==> src/rtl/spi_pkg.sv <==
`default_nettype none
// spi_pkg: state encoding and length-field width helper shared by the SPI shift engine files.
package spi_pkg;

   typedef enum logic [1:0] {
      IDLE  = 2'd0,
      SHIFT = 2'd1,
      DONE  = 2'd2
   } spi_state_e;

   // Width needed to hold the values 0..n (length field, bit counter).
   function automatic int spi_len_width(input int n);
      return $clog2(n + 1);
   endfunction

endpackage
`default_nettype wire

==> src/rtl/spi_dir_shift_reg.sv <==
`default_nettype none
// spi_dir_shift_reg: loadable shift register with runtime direction (0 = left, 1 = right).
module spi_dir_shift_reg
   import spi_pkg::*;
#(
   parameter int nbits = 32
) (
   input  logic             clk,
   input  logic             reset,
   input  logic             load_en_i,
   input  logic [nbits-1:0] load_data_i,
   input  logic             shift_en_i,
   input  logic             dir_i,
   input  logic             in_i,
   output logic [nbits-1:0] data_o
);

   logic [nbits-1:0] data_q, data_d;

   // Load wins over shift so a new frame can start regardless of a stray strobe.
   always_comb begin
      data_d = data_q;
      if (load_en_i) begin
         data_d = load_data_i;
      end else if (shift_en_i) begin
         data_d = dir_i ? {in_i, data_q[nbits-1:1]} : {data_q[nbits-2:0], in_i};
      end
   end

   always_ff @(posedge clk) begin
      if (reset) begin
         data_q <= '0;
      end else begin
         data_q <= data_d;
      end
   end

   assign data_o = data_q;

endmodule
`default_nettype wire

==> src/rtl/spi_shift_engine.sv <==
`default_nettype none
// spi_shift_engine: SPI data path with runtime frame length, bit order and val/rdy handshakes.
module spi_shift_engine
   import spi_pkg::*;
#(
   parameter int nbits = 32,
   parameter int LW    = spi_len_width(nbits)
) (
   input  logic             clk,
   input  logic             reset,
   input  logic             send_val,
   output logic             send_rdy,
   input  logic [nbits-1:0] send_data,
   input  logic [LW-1:0]    send_len,
   input  logic             send_lsb_first,
   input  logic             bit_en,
   input  logic             miso,
   output logic             mosi,
   output logic             busy,
   output logic             recv_val,
   input  logic             recv_rdy,
   output logic [nbits-1:0] recv_data
);

   localparam logic [LW-1:0] NBITS_L = LW'(nbits);

   spi_state_e       state_q, state_d;
   logic [LW-1:0]    cnt_q, cnt_d;
   logic [LW-1:0]    len_q, len_d;
   logic             lsb_q, lsb_d;

   logic [LW-1:0]    eff_len;
   logic [nbits-1:0] tx_load;
   logic [nbits-1:0] tx_data;
   logic [nbits-1:0] rx_data;
   logic             load_en;
   logic             shift_en;

   assign eff_len  = (send_len == '0) ? NBITS_L : send_len;
   // MSB-first frames are left-aligned so the first bit always sits at the MSB.
   assign tx_load  = send_lsb_first ? send_data : (send_data << (NBITS_L - eff_len));
   assign load_en  = (state_q == IDLE) && send_val;
   assign shift_en = (state_q == SHIFT) && bit_en;

   spi_dir_shift_reg #(.nbits(nbits)) u_tx (
      .clk         (clk),
      .reset       (reset),
      .load_en_i   (load_en),
      .load_data_i (tx_load),
      .shift_en_i  (shift_en),
      .dir_i       (lsb_q),
      .in_i        (1'b0),
      .data_o      (tx_data)
   );

   spi_dir_shift_reg #(.nbits(nbits)) u_rx (
      .clk         (clk),
      .reset       (reset),
      .load_en_i   (load_en),
      .load_data_i ('0),
      .shift_en_i  (shift_en),
      .dir_i       (lsb_q),
      .in_i        (miso),
      .data_o      (rx_data)
   );

   always_comb begin
      state_d  = state_q;
      cnt_d    = cnt_q;
      len_d    = len_q;
      lsb_d    = lsb_q;
      send_rdy = 1'b0;
      busy     = 1'b0;
      recv_val = 1'b0;
      case (state_q)
         IDLE: begin
            send_rdy = 1'b1;
            if (send_val) begin
               len_d   = eff_len;
               lsb_d   = send_lsb_first;
               cnt_d   = eff_len;
               state_d = SHIFT;
            end
         end
         SHIFT: begin
            busy = 1'b1;
            if (bit_en) begin
               cnt_d = cnt_q - LW'(1);
               if (cnt_q == LW'(1)) begin
                  state_d = DONE;
               end
            end
         end
         DONE: begin
            recv_val = 1'b1;
            if (recv_rdy) begin
               state_d = IDLE;
            end
         end
         default: state_d = IDLE;
      endcase
   end

   always_ff @(posedge clk) begin
      if (reset) begin
         state_q <= IDLE;
         cnt_q   <= '0;
         len_q   <= '0;
         lsb_q   <= 1'b0;
      end else begin
         state_q <= state_d;
         cnt_q   <= cnt_d;
         len_q   <= len_d;
         lsb_q   <= lsb_d;
      end
   end

   assign mosi = (state_q == SHIFT) && (lsb_q ? tx_data[0] : tx_data[nbits-1]);
   // LSB-first data accumulates from the top, so short frames are right-aligned here.
   assign recv_data = (state_q != DONE) ? '0 :
                      (lsb_q ? (rx_data >> (NBITS_L - len_q)) : rx_data);

endmodule
`default_nettype wire

==> config.mk <==
export PLATFORM = sky130hd
export DESIGN_NAME = spi_shift_engine
export DESIGN_NICKNAME = d
export VERILOG_FILES = /design/src/rtl/spi_pkg.sv /design/src/rtl/spi_dir_shift_reg.sv /design/src/rtl/spi_shift_engine.sv
export SDC_FILE = /design/constraint.sdc
export NUM_CORES = 1
export LEC_CHECK = 0
export ABC_CLOCK_PERIOD_IN_PS = 3070
export CORE_MARGIN = 5
export CORE_UTILIZATION = 40
export CTS_BUF_LIST = sky130_fd_sc_hd__clkbuf_2 sky130_fd_sc_hd__clkbuf_4 sky130_fd_sc_hd__clkbuf_8
export DETAILED_ROUTE_END_ITERATION = 16
export PLACE_DENSITY = 0.73
export SETUP_SLACK_MARGIN = 0.4
export SKIP_CTS_REPAIR_TIMING = 1
export SYNTH_ARGS = -nofsm -noshare
export SYNTH_HDL_FRONTEND = slang
export SYNTH_SLANG_ARGS = --single-unit
==> constraint.sdc <==
create_clock -name clk -period 3.07 [get_ports clk]
set_clock_uncertainty 0.1 [all_clocks]
set_input_delay 0.307 -clock clk [delete_from_list [all_inputs] [get_ports clk]]
set_output_delay 0.307 -clock clk [all_outputs]
set_load 0.01 [all_outputs]
==> results.toml <==
[routing]
post_drt_wl_per_cell_microns = 18.95
ant_nets = 0
drt_iter0_drc = 649
routed_wl_microns = 27550
drc = 0
firstDrtPassIters = 6
avgViaCountPerCell = 6.025
vias = 8761

[power]
p_per_area_nw_per_um2 = 389.1
combPwrFrac = 0.511
p_leak_nw = 3.790
p_sw_frac = 0.4160
power.switching_mw = 1.652
internal-power_mw = 2.320
irDropWorstVdd_mv = 0.1838
power_frac_seq = 0.305
clkPwrFrac = 0.184
power.total_mw = 3.972

[global_routing]
grt-ovfl-total = 0
grt_usage = 0.2332
grt_pass1_vias = 7949
grt_max_degree = 54
grt_pass1_wl_microns = 42110
antenna_found_initial = 0

[yosys]
synth_edf_count = 0
yosysWarnings = 0
synth_top_flop_cell = "dfxtp_1"
synth_area_sq_um = 7782
postSynthAreaPerCell_sq_um = 7.328
async_reset_ff_frac = 0
synth.distinct_cells = 70
seq_area_frac_synth = 0.2032
ys_ff_latch = 79
synthCells = 1062
syn_nets = 1111

[die]
die_y_microns = 149.5
core_sq_um = 19330
row_count = 51
die_w_microns = 149.5
initial_utilization = 0.4025
io_pins = 81
dieArea_sq_um = 22350

[hold_path]
min_path_cells = 2
hold_path_class = "input port to flop"

[placed_design]
port_buffers = 80
place_area_sq_um = 9395
place_congestion = 0.9838
dpl.hpwl_microns = 20680

[timing]
worst_pin_slew_ns = 0.7762
rsz0062_at_grt = "true"
maxSlewViolCount = 0
setup_viol = 0
fin_tns_setup_ns = 0
whs_ns = 0.2487
period_minus_slack_ns = 3.012
hold_viol = 0
fmax_ghz = 0.3321
min_period_over_period = 0.9810
slew_headroom = 0.4788

[layout]
multi_input_area_sq_um = 6240
syn_to_final_growth_pct = 31.19
final_cell_area_sq_um = 10210
n_antenna_cell = 0
drive_gt1_frac = 0.2649
nFillCells = 1872
regArea_sq_um = 1590
final_nets = 1233

[clock_network]
cts_tree = "done"
cts.sinks = 79
cts_buffers = 9
clk_pin_slew_ns = 0.09
clock_latency_ns = 0.39
clk_path_buf_depth = 2
htreeDepth = 3
cts-root-buf = "clkbuf_8"

[status]
status = "finished, final reports clean"

[setup_path]
slowest_delay_ns = 0.40
crit_slowest_cell = "dfxtp_4"
path_cells = "clkinv_8, ha_4, buf_8, mux2i_2, o22a_1, o21ai_2, buf_4, nor2_2, a21oi_2, nand2_1, a31oi_2, buf_2"
critPathArrivalTime_ns = 2.60
critical_path_depth = 12
r2r_cells = 8
required_ns = 2.66
crit_type = "flop to output port"
worstSetupEndpointType = "output port"
worst-path-max-fanout = 8
critical_path_buf_inv_count = 4
worstSetupStartpointType = "flop"
crit_family = "compound AO/OA/AOI/OAI gates"

[run]
maxCapViolations = 0
placed cells by master, fill, tap and decap left out, types with 5 or more instances in the layout:
master | synthesis | routed
nor3_2 | 4 | 5
a21oi_2 | 1 | 19
nor2b_1 | 15 | 15
o21ai_1 | 2 | 5
nor2_1 | 123 | 111
buf_2 | 11 | 8
nand3_1 | 41 | 41
inv_1 | 11 | 8
nor2_2 | 0 | 12
nand2b_1 | 8 | 7
mux4_2 | 18 | 18
buf_4 | 2 | 103
a211oi_1 | 46 | 44
o22ai_1 | 13 | 13
mux2i_2 | 0 | 16
o21ai_0 | 53 | 43
clkbuf_8 | 0 | 9
o21ai_2 | 1 | 8
dlymetal6s2s_1 | 0 | 10
nand2_1 | 153 | 151
clkdlybuf4s50_1 | 0 | 44
nor3_1 | 37 | 36
a21oi_1 | 72 | 54
mux2i_4 | 0 | 14
o211ai_1 | 23 | 23
mux2_2 | 13 | 8
mux2i_1 | 128 | 98
dfxtp_1 | 79 | 76
buf_6 | 6 | 8
buf_12 | 0 | 10
a31oi_1 | 41 | 38
clkbuf_2 | 1 | 18
mux2_4 | 0 | 5
synth_stat cells, drive strengths merged, types with 15 or more instances:
| cell | n | area [sq um] |
|---|---|---|
| mux2i | 128 | 1281 |
| clkbuf | 64 | 241.5 |
| mux4 | 18 | 405.4 |
| a31oi | 41 | 256.5 |
| dfxtp | 79 | 1582 |
| nor3 | 42 | 241.5 |
| nor2b | 15 | 93.84 |
| nand2 | 153 | 574.3 |
| buf | 29 | 175.2 |
| nand3 | 41 | 205.2 |
| o21ai | 56 | 284.0 |
| o211ai | 23 | 172.7 |
| a211oi | 47 | 357.8 |
| a21oi | 73 | 369.1 |
| nor2 | 123 | 461.7 |
through the flow:
stage | setup WS, ns | utilization | std cells
after detailed placement | -0.08582 | 0.4859 | 1407
after global placement | -0.05547 | 0.4859 | 1407
final | 0.05842 | 0.5281 | 1454
after global routing | -0.04998 | 0.5281 | 1454
after CTS | -0.3360 | 0.4950 | 1423
after floorplan | 0.4056 | - | 1062
flip-flops by register name, summed over array words and instances (netlist names):
register and flops:
lsb_q 1, u_rx.data_o 32, state_q 2, cnt_q 6, len_q 6, u_tx.data_o 32
cells by family after synthesis:
logic type,after synthesis,share of synthesized area
adders and majority gates,4,0.006431
DFF,79,0.2032
buffers and inverters,107,0.06029
and+or+nand+nor,407,0.2349
muxes,159,0.2355
xor gates and xnor gates,10,0.01367
AOI/OAI and AO/OA,296,0.2460
layout make-up:
class / count / area share
Clock buffer: 10 / 0.01287
Inverter: 14 / 0.006740
Clock inverter: 6 / 0.004289
Sequential cell: 79 / 0.1558
Timing Repair Buffer: 204 / 0.1767
Tap cell: 265 / 0.03248
Multi-Input combinational cell: 876 / 0.6112
metal layers:
layer,track usage,vias up,wire length [microns]
li1,-,4150,-
met1,0.3118,4116,11900
met2,0.3719,412,12440
met3,0.03483,83,1936
met4,0.1076,0,1271
met5,0,-,0
worst register-to-register path, cell delays in order, from the launching register on:
cell and delay (ns):
dfxtp_4 0.35, buf_4 0.48, buf_6 0.38, mux2i_1 0.25
nor2_1 0.06, a21oi_1 0.16, o21ai_0 0.14, a311oi_1 0.28
a211oi_1 0.12
path summary, 6_finish.rpt:
kind	end	startpoint	slack, ns
max	recv_data[1]	len_q[0]	0.06
min	u_tx.data_o[0]	reset	0.25
max reg2reg	u_tx.data_o[21]	lsb_q	0.62
min reg2reg	len_q[1]	len_q[1]	0.38
power groups by stage:
stage               Combinational (mW)  Sequential [mW]  Clock (mW)
global placement                  1.73             1.23           0
finish                            2.03             1.21       0.730
CTS                               1.75             1.21       0.747
detailed placement                1.74             1.23           0
global route                      2.18             1.23       0.789
floorplan                         1.20             1.20           0
(Power assumes the default switching activity.)
